File: config.mk
export PLATFORM = sky130hd
export DESIGN_NAME = msg_receive_arbiter_flat
export DESIGN_NICKNAME = d
export VERILOG_FILES = /design/src/rtl/msg_receive_arbiter_if.sv /design/src/rtl/msg_receive_arbiter.sv /design/src/flat_wrapper.sv
export SDC_FILE = /design/constraint.sdc
export NUM_CORES = 1
export LEC_CHECK = 0
export CORE_AREA = 5 5 381 383
export CTS_CLUSTER_SIZE = 12
export DETAILED_ROUTE_END_ITERATION = 12
export DIE_AREA = 0 0 386 388
export GPL_ROUTABILITY_DRIVEN = 0
export SLEW_MARGIN = 25
export SYNTH_ARGS = -nofsm -noshare
export SYNTH_HDL_FRONTEND = slang
export SYNTH_SLANG_ARGS = --single-unit
File: constraint.sdc
create_clock -name sys_clk_i -period 22.6 [get_ports sys_clk_i]
set_input_delay 3.39 -clock sys_clk_i [delete_from_list [all_inputs] [get_ports sys_clk_i]]
set_output_delay 3.39 -clock sys_clk_i [all_outputs]
set_load 0.01 [all_outputs]
File: src/rtl/msg_receive_arbiter_if.sv
// Bundle of FIFO read-side, header, payload-stream and error signals of msg_receive_arbiter.
// The arbiter takes the master modport; the FIFOs and consumers sit behind the slave modport.
interface msg_receive_arbiter_if #(
    parameter int CHANNEL    = 6,
    parameter int DATA_WIDTH = 128
);
    logic [CHANNEL-1:0]            rd_en_o;
    logic [CHANNEL*DATA_WIDTH-1:0] rd_din_i;
    logic [CHANNEL-1:0]            rd_empty_i;

    logic                          hdr_valid_o;
    logic [3:0]                    hdr_chan_o;
    logic [7:0]                    hdr_src_id_o;
    logic [7:0]                    hdr_des_id_o;
    logic [7:0]                    hdr_data_type_o;
    logic [7:0]                    hdr_data_channel_o;
    logic [15:0]                   hdr_field_len_o;

    logic                          out_valid_o;
    logic                          out_ready_i;
    logic [DATA_WIDTH-1:0]         out_data_o;
    logic                          out_sof_o;
    logic                          out_eof_o;
    logic [3:0]                    out_chan_o;
    logic [1:0]                    out_class_o;

    logic                          err_type_o;
    logic                          err_len_o;
    logic [15:0]                   drop_cnt_o;

    modport master (
        output rd_en_o,
        input  rd_din_i, rd_empty_i,
        output hdr_valid_o, hdr_chan_o, hdr_src_id_o, hdr_des_id_o,
        output hdr_data_type_o, hdr_data_channel_o, hdr_field_len_o,
        output out_valid_o,
        input  out_ready_i,
        output out_data_o, out_sof_o, out_eof_o, out_chan_o, out_class_o,
        output err_type_o, err_len_o, drop_cnt_o
    );

    modport slave (
        input  rd_en_o,
        output rd_din_i, rd_empty_i,
        input  hdr_valid_o, hdr_chan_o, hdr_src_id_o, hdr_des_id_o,
        input  hdr_data_type_o, hdr_data_channel_o, hdr_field_len_o,
        input  out_valid_o,
        output out_ready_i,
        input  out_data_o, out_sof_o, out_eof_o, out_chan_o, out_class_o,
        input  err_type_o, err_len_o, drop_cnt_o
    );
endinterface

File: src/rtl/msg_receive_arbiter.sv
// Frame-atomic round-robin drain of CHANNEL FWFT message FIFOs with one shared header parser,
// a back-pressured payload stream and drop handling for bad type / bad length frames.
//
// state   | meaning
// IDLE    | waiting for any non-empty FIFO
// ARB     | pick next non-empty channel after last_grant
// HDR     | pop and parse header beat of granted channel
// PAYLOAD | forward payload beats to the output register
// DROP    | discard remaining beats of a rejected frame
module msg_receive_arbiter #(
    parameter int         CHANNEL        = 6,
    parameter int         DATA_WIDTH     = 128,
    parameter int         MAX_BEATS      = 256,
    parameter logic [7:0] TYPE_US_TIMING = 8'h01,
    parameter logic [7:0] TYPE_DS_BURST  = 8'h02,
    parameter logic [7:0] TYPE_US_BURST  = 8'h03
) (
    input logic                 sys_clk_i,
    input logic                 rst_i,
    msg_receive_arbiter_if.master bus
);
    localparam int BPB = DATA_WIDTH / 8;
    localparam int BSH = $clog2(BPB);

    typedef enum logic [2:0] {S_IDLE, S_ARB, S_HDR, S_PAYLOAD, S_DROP} state_t;

    state_t                state_q, state_d;
    logic [3:0]            grant_q, grant_d;
    logic [3:0]            last_grant_q, last_grant_d;
    logic [16:0]           cnt_q, cnt_d;
    logic                  first_q, first_d;
    logic [1:0]            class_q, class_d;

    logic                  hdr_valid_q, hdr_valid_d;
    logic [3:0]            hdr_chan_q, hdr_chan_d;
    logic [7:0]            hdr_src_q, hdr_src_d;
    logic [7:0]            hdr_des_q, hdr_des_d;
    logic [7:0]            hdr_type_q, hdr_type_d;
    logic [7:0]            hdr_dch_q, hdr_dch_d;
    logic [15:0]           hdr_len_q, hdr_len_d;

    logic                  out_valid_q, out_valid_d;
    logic [DATA_WIDTH-1:0] out_data_q, out_data_d;
    logic                  out_sof_q, out_sof_d;
    logic                  out_eof_q, out_eof_d;
    logic [3:0]            out_chan_q, out_chan_d;
    logic [1:0]            out_class_q, out_class_d;

    logic                  err_type_q, err_type_d;
    logic                  err_len_q, err_len_d;
    logic [15:0]           drop_cnt_q, drop_cnt_d;

    // Pad to 16 channels (missing ones read as empty) so a 4-bit grant indexes cleanly.
    logic [15:0]           empty_ext;
    logic [DATA_WIDTH-1:0] din_arr [16];
    logic [DATA_WIDTH-1:0] head;
    logic                  gnt_empty;
    logic [7:0]            f_type;
    logic [15:0]           f_len;
    logic [16:0]           beats;
    logic [16:0]           drop_beats;
    logic                  type_ok;
    logic [1:0]            f_class;
    logic                  arb_found;
    logic [3:0]            arb_idx;
    logic [3:0]            cand;
    logic                  pop;
    logic [CHANNEL-1:0]    rd_en;

    always_comb begin
        empty_ext = '1;
        for (int i = 0; i < 16; i++) din_arr[i] = '0;
        for (int i = 0; i < CHANNEL; i++) begin
            empty_ext[i] = bus.rd_empty_i[i];
            din_arr[i]   = bus.rd_din_i[i*DATA_WIDTH +: DATA_WIDTH];
        end
    end

    assign head       = din_arr[grant_q];
    assign gnt_empty  = empty_ext[grant_q];
    assign f_type     = head[DATA_WIDTH-17 -: 8];
    assign f_len      = head[DATA_WIDTH-33 -: 16];
    assign beats      = (17'(f_len) + 17'(BPB - 1)) >> BSH;
    assign drop_beats = (beats > 17'(MAX_BEATS)) ? 17'(MAX_BEATS) : beats;

    always_comb begin
        type_ok = 1'b1;
        f_class = 2'd0;
        if (f_type == TYPE_US_TIMING)     f_class = 2'd1;
        else if (f_type == TYPE_DS_BURST) f_class = 2'd2;
        else if (f_type == TYPE_US_BURST) f_class = 2'd3;
        else                              type_ok = 1'b0;
    end

    always_comb begin
        arb_found = 1'b0;
        arb_idx   = '0;
        cand      = '0;
        for (int k = 1; k <= CHANNEL; k++) begin
            cand = 4'((int'(last_grant_q) + k) % CHANNEL);
            if (!arb_found && !empty_ext[cand]) begin
                arb_found = 1'b1;
                arb_idx   = cand;
            end
        end
    end

    always_comb begin
        state_d      = state_q;
        grant_d      = grant_q;
        last_grant_d = last_grant_q;
        cnt_d        = cnt_q;
        first_d      = first_q;
        class_d      = class_q;
        hdr_valid_d  = 1'b0;
        hdr_chan_d   = hdr_chan_q;
        hdr_src_d    = hdr_src_q;
        hdr_des_d    = hdr_des_q;
        hdr_type_d   = hdr_type_q;
        hdr_dch_d    = hdr_dch_q;
        hdr_len_d    = hdr_len_q;
        out_valid_d  = out_valid_q;
        out_data_d   = out_data_q;
        out_sof_d    = out_sof_q;
        out_eof_d    = out_eof_q;
        out_chan_d   = out_chan_q;
        out_class_d  = out_class_q;
        err_type_d   = 1'b0;
        err_len_d    = 1'b0;
        drop_cnt_d   = drop_cnt_q;
        pop          = 1'b0;

        // The output register drains independently of the FSM, so an EOF beat may linger past IDLE.
        if (out_valid_q && bus.out_ready_i) out_valid_d = 1'b0;

        unique case (state_q)
            S_IDLE: begin
                if (empty_ext != '1) state_d = S_ARB;
            end
            S_ARB: begin
                if (arb_found) begin
                    grant_d      = arb_idx;
                    last_grant_d = arb_idx;
                    state_d      = S_HDR;
                end else begin
                    state_d = S_IDLE;
                end
            end
            S_HDR: begin
                if (!gnt_empty) begin
                    pop         = 1'b1;
                    hdr_valid_d = 1'b1;
                    hdr_chan_d  = grant_q;
                    hdr_src_d   = head[DATA_WIDTH-1 -: 8];
                    hdr_des_d   = head[DATA_WIDTH-9 -: 8];
                    hdr_type_d  = f_type;
                    hdr_dch_d   = head[DATA_WIDTH-25 -: 8];
                    hdr_len_d   = f_len;
                    class_d     = f_class;
                    if (!type_ok || beats == 17'd0 || beats > 17'(MAX_BEATS)) begin
                        err_type_d = !type_ok;
                        err_len_d  = type_ok;
                        cnt_d      = drop_beats;
                        drop_cnt_d = (drop_cnt_q == 16'hFFFF) ? drop_cnt_q : drop_cnt_q + 16'd1;
                        state_d    = S_DROP;
                    end else begin
                        cnt_d   = beats;
                        first_d = 1'b1;
                        state_d = S_PAYLOAD;
                    end
                end
            end
            S_PAYLOAD: begin
                if (!gnt_empty && (!out_valid_q || bus.out_ready_i)) begin
                    pop         = 1'b1;
                    out_valid_d = 1'b1;
                    out_data_d  = head;
                    out_sof_d   = first_q;
                    out_eof_d   = (cnt_q == 17'd1);
                    out_chan_d  = grant_q;
                    out_class_d = class_q;
                    first_d     = 1'b0;
                    cnt_d       = cnt_q - 17'd1;
                    if (cnt_q == 17'd1) state_d = S_IDLE;
                end
            end
            S_DROP: begin
                if (cnt_q == 17'd0) begin
                    state_d = S_IDLE;
                end else if (!gnt_empty) begin
                    pop   = 1'b1;
                    cnt_d = cnt_q - 17'd1;
                    if (cnt_q == 17'd1) state_d = S_IDLE;
                end
            end
            default: state_d = S_IDLE;
        endcase
    end

    always_comb begin
        rd_en = '0;
        for (int i = 0; i < CHANNEL; i++) rd_en[i] = pop && (grant_q == 4'(i));
    end

    always_ff @(posedge sys_clk_i or posedge rst_i) begin
        if (rst_i) begin
            state_q      <= S_IDLE;
            grant_q      <= '0;
            last_grant_q <= 4'(CHANNEL - 1);
            cnt_q        <= '0;
            first_q      <= 1'b0;
            class_q      <= '0;
            hdr_valid_q  <= 1'b0;
            hdr_chan_q   <= '0;
            hdr_src_q    <= '0;
            hdr_des_q    <= '0;
            hdr_type_q   <= '0;
            hdr_dch_q    <= '0;
            hdr_len_q    <= '0;
            out_valid_q  <= 1'b0;
            out_data_q   <= '0;
            out_sof_q    <= 1'b0;
            out_eof_q    <= 1'b0;
            out_chan_q   <= '0;
            out_class_q  <= '0;
            err_type_q   <= 1'b0;
            err_len_q    <= 1'b0;
            drop_cnt_q   <= '0;
        end else begin
            state_q      <= state_d;
            grant_q      <= grant_d;
            last_grant_q <= last_grant_d;
            cnt_q        <= cnt_d;
            first_q      <= first_d;
            class_q      <= class_d;
            hdr_valid_q  <= hdr_valid_d;
            hdr_chan_q   <= hdr_chan_d;
            hdr_src_q    <= hdr_src_d;
            hdr_des_q    <= hdr_des_d;
            hdr_type_q   <= hdr_type_d;
            hdr_dch_q    <= hdr_dch_d;
            hdr_len_q    <= hdr_len_d;
            out_valid_q  <= out_valid_d;
            out_data_q   <= out_data_d;
            out_sof_q    <= out_sof_d;
            out_eof_q    <= out_eof_d;
            out_chan_q   <= out_chan_d;
            out_class_q  <= out_class_d;
            err_type_q   <= err_type_d;
            err_len_q    <= err_len_d;
            drop_cnt_q   <= drop_cnt_d;
        end
    end

    assign bus.rd_en_o            = rd_en;
    assign bus.hdr_valid_o        = hdr_valid_q;
    assign bus.hdr_chan_o         = hdr_chan_q;
    assign bus.hdr_src_id_o       = hdr_src_q;
    assign bus.hdr_des_id_o       = hdr_des_q;
    assign bus.hdr_data_type_o    = hdr_type_q;
    assign bus.hdr_data_channel_o = hdr_dch_q;
    assign bus.hdr_field_len_o    = hdr_len_q;
    assign bus.out_valid_o        = out_valid_q;
    assign bus.out_data_o         = out_data_q;
    assign bus.out_sof_o          = out_sof_q;
    assign bus.out_eof_o          = out_eof_q;
    assign bus.out_chan_o         = out_chan_q;
    assign bus.out_class_o        = out_class_q;
    assign bus.err_type_o         = err_type_q;
    assign bus.err_len_o          = err_len_q;
    assign bus.drop_cnt_o         = drop_cnt_q;
endmodule

File: src/flat_wrapper.sv
// flat-port wrapper written by rule: the top's interface ports become plain ports
module msg_receive_arbiter_flat 
#(
    parameter int         CHANNEL        = 6,
    parameter int         DATA_WIDTH     = 128,
    parameter int         MAX_BEATS      = 256,
    parameter logic [7:0] TYPE_US_TIMING = 8'h01,
    parameter logic [7:0] TYPE_DS_BURST  = 8'h02,
    parameter logic [7:0] TYPE_US_BURST  = 8'h03
)
  (sys_clk_i, rst_i, bus_rd_en_o, bus_rd_din_i, bus_rd_empty_i, bus_hdr_valid_o, bus_hdr_chan_o, bus_hdr_src_id_o, bus_hdr_des_id_o, bus_hdr_data_type_o, bus_hdr_data_channel_o, bus_hdr_field_len_o, bus_out_valid_o, bus_out_ready_i, bus_out_data_o, bus_out_sof_o, bus_out_eof_o, bus_out_chan_o, bus_out_class_o, bus_err_type_o, bus_err_len_o, bus_drop_cnt_o);
  msg_receive_arbiter_if #(.CHANNEL(CHANNEL), .DATA_WIDTH(DATA_WIDTH)) bus_i ();
  input logic sys_clk_i;
  input logic rst_i;
  output wire logic [$bits(bus_i.rd_en_o)-1:0] bus_rd_en_o;
  input wire logic [$bits(bus_i.rd_din_i)-1:0] bus_rd_din_i;
  input wire logic [$bits(bus_i.rd_empty_i)-1:0] bus_rd_empty_i;
  output wire logic [$bits(bus_i.hdr_valid_o)-1:0] bus_hdr_valid_o;
  output wire logic [$bits(bus_i.hdr_chan_o)-1:0] bus_hdr_chan_o;
  output wire logic [$bits(bus_i.hdr_src_id_o)-1:0] bus_hdr_src_id_o;
  output wire logic [$bits(bus_i.hdr_des_id_o)-1:0] bus_hdr_des_id_o;
  output wire logic [$bits(bus_i.hdr_data_type_o)-1:0] bus_hdr_data_type_o;
  output wire logic [$bits(bus_i.hdr_data_channel_o)-1:0] bus_hdr_data_channel_o;
  output wire logic [$bits(bus_i.hdr_field_len_o)-1:0] bus_hdr_field_len_o;
  output wire logic [$bits(bus_i.out_valid_o)-1:0] bus_out_valid_o;
  input wire logic [$bits(bus_i.out_ready_i)-1:0] bus_out_ready_i;
  output wire logic [$bits(bus_i.out_data_o)-1:0] bus_out_data_o;
  output wire logic [$bits(bus_i.out_sof_o)-1:0] bus_out_sof_o;
  output wire logic [$bits(bus_i.out_eof_o)-1:0] bus_out_eof_o;
  output wire logic [$bits(bus_i.out_chan_o)-1:0] bus_out_chan_o;
  output wire logic [$bits(bus_i.out_class_o)-1:0] bus_out_class_o;
  output wire logic [$bits(bus_i.err_type_o)-1:0] bus_err_type_o;
  output wire logic [$bits(bus_i.err_len_o)-1:0] bus_err_len_o;
  output wire logic [$bits(bus_i.drop_cnt_o)-1:0] bus_drop_cnt_o;
  assign bus_rd_en_o = bus_i.rd_en_o;
  assign bus_i.rd_din_i = bus_rd_din_i;
  assign bus_i.rd_empty_i = bus_rd_empty_i;
  assign bus_hdr_valid_o = bus_i.hdr_valid_o;
  assign bus_hdr_chan_o = bus_i.hdr_chan_o;
  assign bus_hdr_src_id_o = bus_i.hdr_src_id_o;
  assign bus_hdr_des_id_o = bus_i.hdr_des_id_o;
  assign bus_hdr_data_type_o = bus_i.hdr_data_type_o;
  assign bus_hdr_data_channel_o = bus_i.hdr_data_channel_o;
  assign bus_hdr_field_len_o = bus_i.hdr_field_len_o;
  assign bus_out_valid_o = bus_i.out_valid_o;
  assign bus_i.out_ready_i = bus_out_ready_i;
  assign bus_out_data_o = bus_i.out_data_o;
  assign bus_out_sof_o = bus_i.out_sof_o;
  assign bus_out_eof_o = bus_i.out_eof_o;
  assign bus_out_chan_o = bus_i.out_chan_o;
  assign bus_out_class_o = bus_i.out_class_o;
  assign bus_err_type_o = bus_i.err_type_o;
  assign bus_err_len_o = bus_i.err_len_o;
  assign bus_drop_cnt_o = bus_i.drop_cnt_o;
  msg_receive_arbiter #(.CHANNEL(CHANNEL), .DATA_WIDTH(DATA_WIDTH), .MAX_BEATS(MAX_BEATS), .TYPE_US_TIMING(TYPE_US_TIMING), .TYPE_DS_BURST(TYPE_DS_BURST), .TYPE_US_BURST(TYPE_US_BURST)) u_core (.sys_clk_i(sys_clk_i), .rst_i(rst_i), .bus(bus_i));
endmodule
=== After elaboration in Yosys (flattened, before gate mapping) ===
Index checks and enable logic that the tools add are counted.
Widths: inputs -> output; s select.

* Equal/unequal tests: 22
* Div/mod/pow operators: 6
* Reductions and logical operators: 41
* Bitwise logic cells: 3
* $lt $le $gt $ge: 9
* Mux-type cells: 69
* $add $sub $neg: 9

{| class="wikitable"
|+ Operators with widths
! cell !! count
|-
| $bmux 128 s4 || 1
|-
| $mux 128 || 2
|-
| $mod 32x4->32 const B || 6
|-
| $mux 17 || 5
|-
| $pmux 17 s3 || 1
|-
| $lt 4x5->1 const B || 7
|-
| $logic_not 17->1 || 2
|-
| $mux 1 || 32
|-
| $bmux 1 s4 || 7
|-
| $mux 4 || 6
|-
| $mux 3 || 7
|-
| $add 16x4->17 const B || 1
|-
| $eq 17x1->1 const B || 1
|-
| $sub 17x1->17 const B || 1
|-
| $add 16x1->16 const B || 1
|-
| $eq 16x16->1 const B || 1
|-
| $eq 8x2->1 const B || 2
|-
| $add 4x3->5 const B || 3
|-
| $pmux 3 s5 || 1
|-
| $gt 13x9->1 const B || 1
|-
| $logic_and 1x1->1 || 13
|-
| $mux 13 || 1
|-
| $logic_not 1->1 || 12
|-
| $reduce_and 4->1 || 3
|-
| other kinds (26) || 42
|}

* Logic and storage cells: 181
* Output and inout bits: 214
* Bits of input ports: 777
* Register bits after elaboration: 239

=== Depth between registers and ports, before layout ===
* Depth in word-level cells: 21
* Mapped depth: 19

=== Worst setup path after synthesis ===
Ideal clock, no wire load.

* Path type: input to output
* Start point: input bus_rd_empty_i[3]
* End point: output bus_rd_en_o[1]
* Buffers on the path: 1
* Cell stages on the path: 8
* Data arrival time: 5,046 ps
* Slack: 14,164 ps
* Cells stage by stage: mux4_2 -> o22a_1 -> inv_1 -> nand2_1 -> o22ai_1 -> clkbuf_1 -> nand3_1 -> nor2_1

* Longest elaborated chain between the ends: 7
* Elaborated cells on any way between the ends: 9

{| class="wikitable"
|+ Ends and longest elaborated chain
! element !! RTL line !! source
|-
| start: declaration || flat_wrapper.sv:17 || <nowiki>input wire logic [$bits(bus_i.rd_empty_i)-1:0] bus_rd_empty_i;</nowiki>
|-
| $bmux 1 s4 (*) || msg_receive_arbiter.sv:80 || <nowiki>assign gnt_empty = empty_ext[grant_q];</nowiki>
|-
| $mux 1 (not written as such) (*) || msg_receive_arbiter.sv:80 ||
|-
| $logic_not 1->1 || n/a ||
|-
| $logic_and 1x1->1 || msg_receive_arbiter.sv:174 || <nowiki>if (!gnt_empty && (!out_valid_q || bus.out_ready_i)) begin</nowiki>
|-
| $mux 1 || msg_receive_arbiter.sv:174 ||
|-
| $pmux 1 s3 (*) || msg_receive_arbiter.sv:136 || <nowiki>unique case (state_q)</nowiki>
|-
| $logic_and 1x1->1 (*) || msg_receive_arbiter.sv:202 || <nowiki>for (int i = 0; i < CHANNEL; i++) rd_en[i] = pop && (grant_q == 4'(i));</nowiki>
|-
| end: declaration || flat_wrapper.sv:15 || <nowiki>output wire logic [$bits(bus_i.rd_en_o)-1:0] bus_rd_en_o;</nowiki>
|}

Every way passes the cells marked *; elsewhere a longest branch is shown, timed or not. The select of a mux whose other input is x is not followed.

=== Final worst setup path ===
* Start point: input bus_rd_empty_i[3]
* End point: output bus_rd_en_o[3]

Same word-level chain as after synthesis.

==> flow_summary.ini <==
[logic_synthesis]
netlist_area_mm2 = 0.01735
synth-edff-count = 0
syn_inst = 1816
synth_seq_cells = 237
ys.flop_type = dfrtp_1
synth_area_per_cell_um2 = 9.552
synth_seq_area_share_pct = 34.20
async_reset_ff_share_pct = 100.0
syn-num-nets = 2624
ys.warnings.count = 0
synth_cell_types = 90

[cells_and_area]
post-route-util_pct = 21.60
stdcell_area_mm2 = 0.03047
syn2layout_area_growth_pct = 75.65
fillers = 15460
layout-drive-gt1-share_pct = 10.63
multiInputGateArea_mm2 = 0.01079
seq_area_mm2 = 0.005941
final_nets = 3541
layout_commonest_cell = clkdlybuf4s50_1
mostFrequentLayoutCells = clkdlybuf4s50_1 (990), nor2_1 (269), dfrtp_1 (233), a21oi_1 (230), nand2_1 (194)

[routing]
wirelength_um = 130600
drc_errors = 0
drt_iter0_drc = 1560
vias = 19340
vias_per_cell = 4.138
wire_per_inst_um = 27.94
dr.pass1.iters = 6
ant_nets = 0

[clock_network]
cts-buffers-inserted = 31
clk_path_buf_depth = 3
ctsHoldBuffers = 0
clk_pin_slew_ns = 0.06
clockRootBuffer = clkbuf_16
h-tree-depth = 1
clock_latency_ns = 0.62
cts_resized = 0
cts_tree = built
clkSinkCount = 237
post_cts_buffers = 0

[pwr]
seqPwrFrac_pct = 20.8
power_density_mw_per_mm2 = 119.3
ir_drop_mv = 0.06995
swShare_pct = 45.25
intPower_mw = 1.990
p_switching_mw = 1.645
p_leak_nw = 11.55
finalPower_mw = 3.635
clkPwrFrac_pct = 14.1
combPwrFrac_pct = 65.1

[setup_path]
path_buf_inv = 3
path_cells = clkdlybuf4s50_1 -> mux4_2 -> o22a_1 -> inv_1 -> nand2_1 -> o22ai_2 -> nand3_1 -> nor2_1 -> clkdlybuf4s50_1
worstPathMaxFanout = 13
cp.required_ns = 19.21
cp-end-kind = primary output
critical_path.slowest_cell = clkdlybuf4s50_1
cp_top_family = buffers and inverters
startpoint_type = primary input
crit_top_cell = clkdlybuf4s50_1
worst-r2r-setup-slack_ns = 16.93
worst_path_largest_cell_delay_ns = 0.56
worstPathArrival_ns = 6.22
crit_type = in -> out

[timing]
finClkSkew_ns = 0.02435
slew_headroom_pct = 20.63
tns_ns = 0
finalCritPeriodShare_pct = 42.54
fmax_mhz = 104.0
finalSetupViolations = 0
rsz0062_at_grt = false
fin_crit_ns = 9.614
tightest_slew_ns = 1.191
hold_viol = 0
maxSlewViolCount = 0
setup_slack_ns = 12.99

[die]
die_area_mm2 = 0.1498
die_h_um = 388
ios = 991
initial_utilization_pct = 12.30
placement_rows = 138
fp.dieW_um = 386
fp.coreArea_mm2 = 0.1411

[worst_hold_path]
hold_path.class = reg -> reg

[placement]
place_area_mm2 = 0.02936
dp_hpwl_um = 112300
io_buffers = 990
pre_cts_ws_ns = 12.64

[global_route]
grtUsageTotal_pct = 16.43
grt_max_degree = 97
grt_util_met1_pct = 20.99
grtUsageMet3_pct = 5.218
grt_pass1_wl_um = 169600
use_met2_pct = 26.89
antenna_found_initial = 125
grt_pass1_vias = 19270
overflow = 0
grt_busiest_layer = met2

[status]
status = complete, no violations

[flow_run]
maxCapViolations = 0
## routing by layer
metal | vias up | part of all wire [%]
met5 | - | 0.20
met4 | 38 | 2.7
met3 | 225 | 9.6
met2 | 1070 | 46
met1 | 9491 | 41
li1 | 8520 | -
## cell type report
type                    count  share of cell area (%)
diodes                     29                  0.2382
clock buffers              42                   2.911
clock inverters            14                  0.4558
inverters                  29                  0.3819
multi-input cells        1415                   35.42
flip-flops and latches    237                   19.50
well taps                1890                   7.761
repair buffers           1019                   33.33
## synth_stat cells (7+ instances only)
cell type / count / area share [%]
nand3_1: 13 / 0.38
xor2_1: 20 / 1.0
nor3_1: 26 / 0.75
a21o_1: 9 / 0.39
inv_1: 26 / 0.56
nor2_1: 271 / 5.9
mux2_2: 44 / 2.9
nand2b_1: 8 / 0.29
nor3b_1: 7 / 0.30
clkbuf_1: 88 / 1.9
a21oi_1: 230 / 6.6
buf_1: 18 / 0.39
o31ai_1: 8 / 0.35
nor2b_1: 10 / 0.36
xnor2_1: 17 / 0.86
dfrtp_1: 235 / 34
nand3b_1: 7 / 0.30
or4_1: 8 / 0.35
mux4_2: 129 / 17
nand2_1: 194 / 4.2
o211ai_1: 7 / 0.30
nor4_1: 10 / 0.36
or2_2: 7 / 0.25
ha_1: 31 / 2.2
buf_2: 28 / 0.81
o21ai_0: 86 / 2.5
mux2i_1: 136 / 7.8
## final timing paths
check | end | cells after the start | start
setup / recovery | bus_rd_en_o[3] | 9 | bus_rd_empty_i[3]
hold / removal | u_core.bus.hdr_src_id_o[0] | 2 | u_core.bus.hdr_src_id_o[0]
setup reg to reg | u_core.bus.drop_cnt_o[6] | 12 | u_core.grant_q[0]
hold reg to reg | u_core.bus.hdr_src_id_o[0] | 2 | u_core.bus.hdr_src_id_o[0]
max in group asynchronous | u_core.bus.out_data_o[76] | 4 | rst_i
min in group asynchronous | u_core.bus.hdr_des_id_o[0] | 2 | rst_i
## worst reg2reg max path, stage by stage (launching register included)
cell and delay, ns:
dfrtp_4 0.61, buf_4 0.62, buf_4 0.84, mux4_2 0.68, or4_1 0.54, o21ai_1 0.30, o211ai_1 0.22, xor2_1 0.24
o31ai_2 0.79, a31oi_2 0.19, nand2_1 0.28, nor2_1 0.10, xor2_1 0.15
## through the flow
stage / hold WS, ns / std cells
final: 0.4736 / 4675
after global routing: 0.4988 / 4659
after CTS: 0.4777 / 4646
after detailed placement: 0.4622 / 4590
after global placement: 0.4582 / 4590
after floorplan: 0.4444 / 1816
## sequential cells by signal (all words and copies together), names as in the netlist, 8 cells and up
name and flops:
u_core.bus.hdr_field_len_o 16, u_core.bus.hdr_data_type_o 8, u_core.bus.drop_cnt_o 16, u_core.bus.hdr_data_channel_o 8, u_core.bus.hdr_src_id_o 8, u_core.bus.hdr_des_id_o 8
u_core.bus.out_data_o 128, u_core.cnt_q 17
## logic make-up (layout without fill, tap and decap cells)
logic type	after synthesis	count (layout)	synth area share (%)
and+or+nand+nor	603	603	15.31
AOI/OAI and AO/OA	428	428	14.51
muxes	312	312	27.66
DFF	237	237	34.20
buffers and inverters	164	1104	3.772
xor gates and xnor gates	41	41	2.315
adders and majority gates	31	31	2.236
other	0	29	0
## power groups by stage
stage / clock [mW] / sequential (mW) / combinational (mW)
finish: 0.513 / 0.757 / 2.37
global route: 0.547 / 0.782 / 2.55
CTS: 0.535 / 0.756 / 2.38
detailed placement: 0 / 0.759 / 2.37
global placement: 0 / 0.752 / 2.35
floorplan: 0 / 0.801 / 1.28
Note: power is estimated with default switching activity, not from simulation.
